### config.mk
export PLATFORM = sky130hd
export DESIGN_NAME = hazard_stall_ctl
export DESIGN_NICKNAME = d
export VERILOG_FILES = /design/src/rtl/hazard_stall_ctl.sv
export SDC_FILE = /design/constraint.sdc
export NUM_CORES = 1
export LEC_CHECK = 0
export ABC_AREA = 1
export CAP_MARGIN = 20
export CORE_MARGIN = 2
export CORE_UTILIZATION = 47
export CTS_CLUSTER_DIAMETER = 30
export DETAILED_ROUTE_END_ITERATION = 7
export GPL_TIMING_DRIVEN = 0
export PLACE_DENSITY = 0.81
export SLEW_MARGIN = 5
export SYNTH_ARGS = -nofsm -noshare
export SYNTH_HDL_FRONTEND = slang
export SYNTH_SLANG_ARGS = --single-unit
### constraint.sdc
create_clock -name clk -period 4 [get_ports clk]
set_clock_uncertainty 0.05 [all_clocks]
set_input_delay 0.4 -clock clk [delete_from_list [all_inputs] [get_ports clk]]
set_output_delay 0.4 -clock clk [all_outputs]
set_load 0.05 [all_outputs]
### src/rtl/hazard_stall_ctl.sv
// ============================================================================
// Module      : hazard_stall_ctl
// Description : Pipeline enable/flush/bubble control for load-use stalls,
//               EX redirects, data-memory freezes and dump drain-and-halt.
// Revision    : 1.0
// ============================================================================
`default_nettype none

module hazard_stall_ctl #(
  parameter int DRAIN_CYCLES = 3,
  parameter int CNT_W        = 16
) (
  input  logic             clk,
  input  logic             rst,
  input  logic [2:0]       id_rs,
  input  logic             id_rs_vld,
  input  logic [2:0]       id_rt,
  input  logic             id_rt_vld,
  input  logic             id_dump,
  input  logic [2:0]       idex_dst_reg_num,
  input  logic             idex_RegWriteEN,
  input  logic             idex_MemEn,
  input  logic             idex_MemWr,
  input  logic             ex_redirect,
  input  logic             mem_stall,
  output logic             pc_en,
  output logic             ifid_en,
  output logic             ifid_flush,
  output logic             idex_en,
  output logic             idex_bubble,
  output logic             exmem_en,
  output logic             halted,
  output logic [CNT_W-1:0] stall_count
);

  localparam logic [1:0] S_RUN   = 2'd0;
  localparam logic [1:0] S_DRAIN = 2'd1;
  localparam logic [1:0] S_HALT  = 2'd2;
  localparam logic [2:0] c_DRAIN_INIT = 3'(DRAIN_CYCLES);

  logic [1:0]       r_state;
  logic [2:0]       r_dcnt;
  logic [CNT_W-1:0] r_stall_count;
  logic [1:0]       w_state_nxt;
  logic [2:0]       w_dcnt_nxt;
  logic             w_lu;
  logic             w_stall_issued;

  // Only a load still in ID/EX cannot be covered by forwarding.
  assign w_lu = idex_MemEn & ~idex_MemWr & idex_RegWriteEN &
                ((id_rs_vld & (id_rs == idex_dst_reg_num)) |
                 (id_rt_vld & (id_rt == idex_dst_reg_num)));

  assign w_stall_issued = (r_state == S_RUN) &
                          (mem_stall | (~ex_redirect & w_lu));

  always_ff @(posedge clk) begin
    if (rst) begin
      r_state <= S_RUN;
      r_dcnt  <= 3'd0;
    end else begin
      r_state <= w_state_nxt;
      r_dcnt  <= w_dcnt_nxt;
    end
  end

  always_comb begin
    w_state_nxt = r_state;
    w_dcnt_nxt  = r_dcnt;
    case (r_state)
      S_RUN: begin
        if (!mem_stall && !ex_redirect && !w_lu && id_dump) begin
          w_state_nxt = S_DRAIN;
          w_dcnt_nxt  = c_DRAIN_INIT;
        end
      end
      S_DRAIN: begin
        if (!mem_stall) begin
          w_dcnt_nxt = r_dcnt - 3'd1;
          if (r_dcnt == 3'd1) begin
            w_state_nxt = S_HALT;
          end
        end
      end
      S_HALT: begin
        w_state_nxt = S_HALT;
      end
      default: begin
        w_state_nxt = S_RUN;
        w_dcnt_nxt  = 3'd0;
      end
    endcase
  end

  always_comb begin
    pc_en       = 1'b1;
    ifid_en     = 1'b1;
    ifid_flush  = 1'b0;
    idex_en     = 1'b1;
    idex_bubble = 1'b0;
    exmem_en    = 1'b1;
    halted      = 1'b0;
    if (!rst) begin
      case (r_state)
        S_RUN: begin
          if (mem_stall) begin
            pc_en    = 1'b0;
            ifid_en  = 1'b0;
            idex_en  = 1'b0;
            exmem_en = 1'b0;
          end else if (ex_redirect) begin
            ifid_flush  = 1'b1;
            idex_bubble = 1'b1;
          end else if (w_lu) begin
            pc_en       = 1'b0;
            ifid_en     = 1'b0;
            idex_bubble = 1'b1;
          end else if (id_dump) begin
            pc_en   = 1'b0;
            ifid_en = 1'b0;
          end
        end
        S_DRAIN: begin
          pc_en       = 1'b0;
          ifid_en     = 1'b0;
          idex_bubble = 1'b1;
          exmem_en    = ~mem_stall;
        end
        default: begin
          pc_en    = 1'b0;
          ifid_en  = 1'b0;
          idex_en  = 1'b0;
          exmem_en = 1'b0;
          halted   = 1'b1;
        end
      endcase
    end
  end

  always_ff @(posedge clk) begin
    if (rst) begin
      r_stall_count <= '0;
    end else if (w_stall_issued && (r_stall_count != {CNT_W{1'b1}})) begin
      r_stall_count <= r_stall_count + CNT_W'(1);
    end
  end

  assign stall_count = r_stall_count;

endmodule

`default_nettype wire

* Yosys cells after proc, flatten, opt, wreduce, memory -nomap -nowiden *
Index checks and enable logic that the tools add are counted.

storage, ports and cells
  ROM bits = 0
  bits in writable memories = 0
  memories = 0
  latch bits = 0
  bits in registers = 21
  output and inout port bits = 23
  word-level logic and storage cells = 67
  input bits = 19

cells by class
  bitwise logic cells = 13
  muxes and demuxes = 29
  reduce and logical (&&, ||, !) cells = 11
  order comparisons = 0
  shifts and indexed selects = 0
  multipliers = 0
  div/mod/pow operators = 0
  eq/ne operators = 9
  add/subtract/negate cells = 2

operators by type and width
  kind                                               number
  two-way mux 1 bit                                  19
  adder 16 x 1 -> 16 bit (second input constant)     1
  != test 16 bit (second input constant)             1
  case mux 3 bit (3 select lines)                    1
  bitwise AND 1 bit                                  7
  == test 3 bit                                      2
  two-way mux 2 bit                                  3
  two-way mux 3 bit                                  2
  case mux 1 bit (2 select lines)                    3
  case mux 2 bit (3 select lines)                    1
  AND reduction 3 bit                                2
  logical AND 1 bit                                  4
  != test 2 bit (second input constant)              2
  inverter 1 bit                                     4
  == test 3 x 1 -> 1 bit (second input constant)     1
  zero test 1 bit                                    3
  subtractor 3 x 1 -> 3 bit (second input constant)  1
  == test 2 x 1 -> 1 bit (second input constant)     1
  == test 2 bit (second input constant)              1
  zero test 2 bit                                    1
  != test 2 x 1 -> 1 bit (second input constant)     1
  OR 1 bit                                           2
  OR reduction 2 bit                                 1

* Longest topological paths before layout *
Gate-level depths: netlist (run 1).

  depth in word-level cells = 9
  gate-level depth with buffers = 12
  gate-level depth less buffers = 12

* Worst setup path after synthesis (run 1) *
OpenSTA, ideal clock, no wires.

  path kind = register to output
  from = register r_state[0]
  to = output port exmem_en
  arrival time = 2,558 ps
  path buffers = 1
  stages on the path, launching flop included = 6
  path slack = 992 ps
  data required time = 3,550 ps
  cells stage by stage = dfxtp_1 inv_1 ha_1 clkbuf_1 nor3_1 a21oi_1

between the ends
  word-level cells in the longest chain between the ends = 3
  elaborated cells between the ends (all ways) = 4
  those cells by class = eq/ne: 1; mux: 2; reduce/logical: 1

ends and longest elaborated chain
  item                                                              RTL line  text
  from (decl)                                                       41        logic [1:0] r_state;
  from (signal assigned)                                            62        r_state <= w_state_nxt;
  == test 2 x 1 -> 1 bit / zero test 2 bit (equally long branches)  104       case (r_state)
  case mux 1 bit (2 select lines) *                                 104
  two-way mux 1 bit *                                               103       if (!rst) begin
  to (decl)                                                         31        output logic exmem_en,

Mark *: on every way between the ends. The rest lies on a longest branch, timed or not.

* Worst setup path in the final report (run 1) *
Ends and elaborated chain as after synthesis.

==> results.tsv, run 1 <==
metric	value	unit
share of cells above drive strength 1	6.272	%
HPWL Detailed	2.787	mm
pin count of the biggest net entering global routing	13	
via count	1656	
slowest CP cell	clkdlybuf4s50_1	
total gr overflow	0	
Tightest Hold Check Type	input pin to flip-flop	
Slew Limit Fails	0	
H-tree levels	1	
Crit path required time	3.55	ns
1st-pass router iterations	4	
CTS root buffer	clkbuf_4	
WP buf/inv	3	
Hold-fix buffers, CTS	0	
clock slew at reported path FFs	0.14	ns
initial antenna violation count	0	
I/O pins	42	
final setup fails	0	
Max Freq	340.2	MHz
1st-iter DRT viols	100	
Worst setup SP type	flip-flop	
fin area	0.002029	sq mm
crit-path leading delay family	buffers and inverters	
ANT cells	0	
Distinct cells, synth	27	
Slew headroom	65.61	%
post-CTS setup buffer count	0	
final hold slack	0.3852	ns
top post-synthesis cells by area	dfxtp_1 (27%), nand2_1 (16%), inv_1 (7.5%)	
Die Ht	61.36	um
number of global-route vias before repair	1445	
synthesized cell area	0.001546	sq mm
final setup margin	1.060	ns
run status	finished, final reports clean	
Worst VDD drop	0.2451	mV
Routed Antenna Nets	0	
CP Cell Sequence	inv_1 -> ha_1 -> clkbuf_1 -> nor3_1 -> a21oi_1 -> clkdlybuf4s50_1	
minimum clock period	2.940	ns
final worst-path cycle share	73.49	%
DIE WIDTH	61.36	um
sequential area share after synthesis	27.18	%
PostCTS Resize Cnt	0	
R2R Setup Slk	2.27	ns
Post-Syn Instances	243	
syn nets	268	
synthesized area per cell	6.364	sq um
wire length per cell	10.89	um
Final Hold Fails	0	
Routed WL	3.604	mm
clk_lat worst skew	0.32	ns
Worst setup EP type	output pin	
first-pass GRT wire length	5.940	mm
Vias/cell	5.003	
Inserted Clock Buffers	3	
Setup TNS	0	ns
synthesized flop and latch total	21	
# port buffers	40	
CTS max path bufs	2	
core area	0.003103	sq mm
GP Congestion	0.8536	
Layout Cells excl Fill	331	
post-synth top area share	27.18	%
Cell Pwr Density	386.1	mW/mm^2
Yosys warning count	0	
total track usage	20.80	%
RSZ-0062 raised after global routing	false	
Synth area leader	dfxtp_1	
Leak	0.8631	nW
DP Worst Slack	1.131	ns
placed cell areas	0.002002	sq mm
Critical Path Max Stage Delay	0.82	ns
Worst-Margin Slew	0.5142	ns
P&R area growth vs syn	31.23	%
CTS Sinks	21	
WP data arrival	2.49	ns
Residual DRC	0	
critical path type	flip-flop to output pin	
placed cells	327	
crit path max fanout	10	
CTS tree	done	
Starting Density	49.84	%
total die area	0.003765	sq mm
# rows	20	
number of max-cap violations	0	
Final nets	313	
cells by family (layout without fill, tap and decap cells):
| logic type | count (synthesis) | count (layout) | share of synthesized area (%) |
|---|---|---|---|
| AND/OR/NAND/NOR | 139 | 139 | 41.75 |
| flip-flops | 21 | 21 | 27.18 |
| adder cells (fa/ha/maj) | 6 | 6 | 4.854 |
| buffers and inverters | 40 | 84 | 11.33 |
| XOR/XNOR | 11 | 11 | 6.230 |
| AO/OA/AOI/OAI | 26 | 26 | 8.657 |
power breakdown:
group	leakage (nW)	internal (mW)	total, mW	switching, mW
registers	0.171	0.234	0.253	0.0183
logic	0.675	0.151	0.423	0.272
clock network	0.0177	0.0374	0.108	0.0707
Yosys cell counts, drive strengths merged:
cell type  instances
inv               31
clkbuf             4
nand2             68
xor2               8
nand3             15
dfxtp             21
a21oi             23
or2                1
a31oi              1
nor3               4
nand3b             2
o21a               1
xnor2              3
o21ai              1
nor2              32
buf                5
nand4             17
ha                 6
state kept, by name, indices dropped and copies added, names as in the netlist:
| name | cells |
|---|---|
| r_dcnt | 3 |
| r_state | 2 |
| stall_count | 16 |
cell type report:
cell class | instances | area (sq um)
Fill cell | 292 | 1074
Multi-Input combinational cell | 182 | 950.9
Sequential cell | 21 | 420.4
Timing Repair Buffer | 40 | 400.4
Inverter | 31 | 116.4
Buffer | 9 | 58.81
Tap cell | 44 | 55.05
Clock buffer | 3 | 22.52
Clock inverter | 1 | 5.005
metrics by stage:
step | power, mW | utilization (%)
floorplan | 0.5647 | -
global placement | 0.6725 | 64.52
detailed placement | 0.6781 | 64.52
CTS | 0.7851 | 65.40
global route | 0.8443 | 65.40
finish | 0.7835 | 65.40
layout by cell type (no fill, tap or decap), drive strengths merged, types with 7 or more instances in the layout:
cell | Yosys | routed
clkbuf | 4 | 7
nor2 | 32 | 32
nand4 | 17 | 17
dfxtp | 21 | 21
a21oi | 23 | 23
xor2 | 8 | 8
nand2 | 68 | 68
clkdlybuf4s50 | 0 | 40
nand3 | 15 | 15
inv | 31 | 31
worst paths after layout:
path | endpoint | cells after the start | from
setup / recovery | exmem_en | 6 | r_state[0]
hold reg to reg | r_dcnt[1] | 2 | r_dcnt[1]
hold / removal | stall_count[7] | 2 | rst
setup reg to reg | stall_count[12] | 9 | stall_count[0]
layer usage:
layer,up-vias,wire length [um],track usage (%)
li1,872,-,-
met1,742,1690,26.70
met2,38,1740,35.71
met3,4,140,3.782
met4,0,33,6.079
met5,-,0,0
worst reg2reg max path: stages, from the launching register on:
cell and delay (ns):
dfxtp_1 0.39, ha_1 0.21, nand2_1 0.10, nor2_1 0.36, nand4_1 0.17, nor2_1 0.13, nand3_1 0.08, nand2_1 0.08
inv_1 0.04, nor2_1 0.09
Note: power is estimated with default switching activity, not from simulation.
==> run 2, diff against run 1 <==
- clock period: 4 -> 2.8 ns (I/O delays scaled with it)
==> results.tsv, run 2 (synthesis results as in run 1) <==
metric	value	unit
run status	finished, final reports clean	
Starting Density	49.84	%
P&R area growth vs syn	31.96	%
CP Cell Sequence	inv_1 -> ha_1 -> clkbuf_2 -> nor3_2 -> clkdlybuf4s50_1	
R2R depth	9	
crit-path leading delay family	buffers and inverters	
pin count of the biggest net entering global routing	13	
Hold-fix buffers, CTS	0	
H-tree levels	1	
Residual DRC	0	
Clk pwr share	13.7	%
wire length per cell	11.03	um
CTS Sinks	21	
Final Core Density	65.77	%
CTS root buffer	clkbuf_4	
GP Congestion	0.8855	
Slew headroom	66.38	%
HPWL Detailed	2.832	mm
total die area	0.003765	sq mm
Critical Path Max Stage Delay	0.83	ns
Cell Pwr Density	552.2	mW/mm^2
Max Freq	382.1	MHz
clk_lat worst skew	0.32	ns
Worst Hold Launch	rst	
minimum clock period	2.617	ns
Worst setup EP type	output pin	
final setup fails	0	
# port buffers	40	
WP buf/inv	3	
Worst VDD drop	0.4320	mV
number of max-cap violations	0	
Vias/cell	5.009	
Worst setup SP type	flip-flop	
WP data arrival	2.29	ns
max reg flops	16	
cell depth of the worst min-delay path	2	
Worst-Margin Slew	0.5035	ns
switching share of power	46.13	%
number of global-route vias before repair	1416	
RSZ-0062 raised after global routing	false	
Crit path required time	2.47	ns
Tightest Hold Check Type	input pin to flip-flop	
Setup TNS	0	ns
I/O pins	42	
total track usage	21.62	%
ANT cells	0	
Final nets	313	
total gr overflow	0	
share of cells above drive strength 1	6.969	%
Leak	0.8895	nW
Routed Antenna Nets	0	
1st-iter DRT viols	112	
sequential power share	32.0	%
placed cell areas	0.002007	sq mm
CTS tree	done	
# rows	20	
core area	0.003103	sq mm
r2r startpoint	stall_count[0]	
commonest non-fill, non-tap cells in the layout	nand2_1 (67), clkdlybuf4s50_1 (38), inv_1 (31)	
crit path max fanout	10	
Die Ht	61.36	um
clock slew at reported path FFs	0.13	ns
via count	1658	
1st-pass router iterations	4	
Routed WL	3.651	mm
slowest CP cell	clkdlybuf4s50_1	
Internal	0.6070	mW
fin area	0.002041	sq mm
initial antenna violation count	0	
Sw Pwr	0.5198	mW
most common cell after layout, fill and taps aside	nand2_1	
Pwr Total	1.127	mW
Slew Limit Fails	0	
Final Hold Fails	0	
first-pass GRT wire length	6.120	mm
DIE WIDTH	61.36	um
Inserted Clock Buffers	3	
final worst-path cycle share	93.48	%
CTS max path bufs	2	
R2R Setup Slk	1.01	ns
Fillers	294	
hold path endpoint	stall_count[5]	
share of total power in combinational logic	54.2	%
reg2reg end	stall_count[12]	
critical path type	flip-flop to output pin	
## run 2: changes by cell type in the layout (fill, tap and decap cells not counted), sizes merged
cell and delta:
dlymetal6s2s +2, clkdlybuf4s50 -2
## run 2: how the worst max path moves through the flow
stage                                   start           to  slack [ns]  cells after the start
after floorplan                    r_state[0]     exmem_en        0.46                      5
after global placement    idex_dst_reg_num[0]  idex_bubble        0.18                     11
after detailed placement  idex_dst_reg_num[2]  idex_bubble        0.16                     11
after CTS                          r_state[0]     exmem_en        0.01                      6
after global routing               r_state[0]     exmem_en        0.02                      6
final                              r_state[1]       halted        0.18                      5
## run 2: timing repair
action                     4_1_cts  5_1_grt
resized for setup                0        4
setup endpoints to repair        0        4
setup buffers                    0        0
## run 2: through the flow
stage          std cells  setup slack (ns)  hold WS (ns)
2_1_floorplan        243            0.4630        0.4016
4_1_cts              331           0.01376        0.2808
5_1_grt              331           0.02198        0.2799
3_3_place_gp         327            0.1762        0.4173
3_5_place_dp         327            0.1572        0.4327
6_report             331            0.1825        0.2736
## run 2: routing by layer
metal / share of wire, % / up-vias / GRT usage, %
li1: - / 869 / -
met1: 45 / 737 / 28.33
met2: 49 / 47 / 36.32
met3: 5.1 / 5 / 3.151
met4: 1.3 / 0 / 7.599
met5: 0 / - / 0
## run 2: power groups by stage
stage,combinational (mW),clock [mW],sequential (mW)
2_1_floorplan,0.423,0,0.388
3_3_place_gp,0.599,0,0.366
3_5_place_dp,0.606,0,0.368
4_1_cts,0.610,0.160,0.361
5_1_grt,0.676,0.172,0.366
6_report,0.611,0.155,0.361
## run 2: layout make-up
class | count | area, sq um | area share (%)
multi-input combinational | 182 | 955.9 | 46.84
sequential | 21 | 420.4 | 20.60
buffer | 9 | 60.06 | 2.943
clock buffer | 3 | 22.52 | 1.104
tap | 44 | 55.05 | 2.698
clock inverter | 1 | 5.005 | 0.2452
inverter | 31 | 116.4 | 5.702
timing repair buffer | 40 | 405.4 | 19.87
==> run 3, diff against run 2 <==
- CTS_CLUSTER_DIAMETER: 30 -> 80
- DONT_BUFFER_PORTS: default -> 1
- PLACE_DENSITY: 0.81 -> 0.65
==> results.tsv, run 3 (synthesis results as in run 1) <==
metric	value	unit
R2R depth	9	
Worst Hold Launch	mem_stall	
CP Cell Sequence	inv_1 -> ha_1 -> clkbuf_1 -> nor3_4 -> a21oi_2	
Slew headroom	43.89	%
cell depth of the worst min-delay path	3	
H-tree levels	1	
register area	420.4	sq um
R2R Setup Slk	0.60	ns
Internal	0.5401	mW
max layer used	met4	
CTS root buffer	clkbuf_4	
most common cell after layout, fill and taps aside	nand2_1	
sequential power share	36.7	%
Vias/cell	5.027	
RSZ-0062 raised after global routing	false	
met1 WL	1.682	mm
1st-iter DRT viols	74	
Routed WL	3.433	mm
GP Congestion	0.8572	
core area	0.003103	sq mm
max reg flops	16	
WL met3	202	um
first-pass GRT wire length	5.678	mm
Worst setup EP type	output pin	
ANT cells	0	
Die Ht	61.36	um
initial antenna violation count	0	
Tightest Hold Check Type	input pin to flip-flop	
reg2reg end	stall_count[14]	
Clk pwr share	14.7	%
placed cell areas	0.001612	sq mm
Worst VDD drop	0.3813	mV
Pwr Total	1.053	mW
1st-pass router iterations	4	
Cell Pwr Density	638.2	mW/mm^2
Crit path required time	2.47	ns
met2 routed WL	1.512	mm
wire length per cell	11.80	um
clock slew at reported path FFs	0.13	ns
slowest CP cell	a21oi_2	
Final nets	273	
commonest non-fill, non-tap cells in the layout	nand2_1 (67), inv_1 (31), nor2_1 (30)	
Final Hold Fails	0	
number of global-route vias before repair	1301	
area of the multi-input gates	970.9	sq um
Starting Density	49.84	%
Final Core Density	53.15	%
hold path endpoint	r_dcnt[2]	
Worst-Margin Slew	0.8371	ns
r2r startpoint	stall_count[0]	
P&R area growth vs syn	6.634	%
DIE WIDTH	61.36	um
final setup fails	0	
Routed Antenna Nets	0	
minimum clock period	2.516	ns
fin area	0.001649	sq mm
share of cells above drive strength 1	8.502	%
number of max-cap violations	0	
critical path type	flip-flop to output pin	
clk_lat worst skew	0.31	ns
# port buffers	0	
total die area	0.003765	sq mm
Worst setup SP type	flip-flop	
share of total power in combinational logic	48.6	%
switching share of power	48.69	%
CTS max path bufs	2	
Fillers	334	
Leak	0.7186	nW
post-CTS setup buffer count	0	
Critical Path Max Stage Delay	0.51	ns
Setup TNS	0	ns
I/O pins	42	
WP data arrival	2.19	ns
HPWL Detailed	2.568	mm
Max Freq	397.5	MHz
Sw Pwr	0.5124	mW
# rows	20	
total gr overflow	0	
final worst-path cycle share	89.86	%
via count	1463	
pin count of the biggest net entering global routing	13	
run status	finished, final reports clean	
total track usage	19.92	%
CTS Sinks	21	
Slew Limit Fails	0	
crit path max fanout	10	
Inserted Clock Buffers	3	
Residual DRC	0	
CTS tree	done	
-- run 3: per-layer routing --
metal  up-vias  track usage [%]
met5         -                0
met1       637            27.10
met2        34            31.31
li1        788                -
met4         0            4.255
met3         4            6.092
-- run 3: how the worst max path moves through the flow --
| stage | start | endpoint | slack, ns | cells past startpoint |
|---|---|---|---|---|
| after detailed placement | r_state[0] | exmem_en | 0.30 | 5 |
| after global placement | r_state[0] | exmem_en | 0.31 | 5 |
| after floorplan | r_state[0] | exmem_en | 0.46 | 5 |
| after global routing | r_state[0] | exmem_en | 0.16 | 5 |
| final | r_state[0] | exmem_en | 0.28 | 5 |
| after CTS | r_state[0] | exmem_en | 0.07 | 5 |
-- run 3: worst max-delay path: cells and delay by family (launching register included) --
family,cells,cell delay [ns]
compound gates,1,0.51
fa+ha+maj,1,0.28
buf+inv,2,0.54
flops,1,0.34
simple gates,1,0.20
-- run 3: layout make-up --
| type | count | share of cell area (%) |
|---|---|---|
| tap | 44 | 3.338 |
| inverter | 31 | 7.056 |
| buffer | 9 | 3.566 |
| multi-input combinational | 182 | 58.88 |
| sequential | 21 | 25.49 |
| clock buffer | 3 | 1.366 |
| clock inverter | 1 | 0.3035 |
-- run 3: power groups by stage --
stage               Clock, mW  Combinational [mW]  Sequential [mW]
CTS                     0.159               0.508            0.387
finish                  0.155               0.511            0.387
global placement            0               0.503            0.393
floorplan                   0               0.423            0.388
global route            0.167               0.584            0.392
detailed placement          0               0.505            0.394
-- run 3: repair_timing --
item / CTS / global route
endpoints found under the setup margin: 1 / 1
hold buffers: 0 / 0
gates resized for setup: 1 / 1
-- run 3: per-stage QoR --
| step | std cells | worst slack, ns | hold WS [ns] |
|---|---|---|---|
| floorplan | 243 | 0.4630 | 0.4016 |
| global placement | 287 | 0.3054 | 0.4220 |
| detailed placement | 287 | 0.3010 | 0.4316 |
| CTS | 291 | 0.06867 | 0.2641 |
| global route | 291 | 0.1637 | 0.3234 |
| finish | 291 | 0.2840 | 0.2700 |
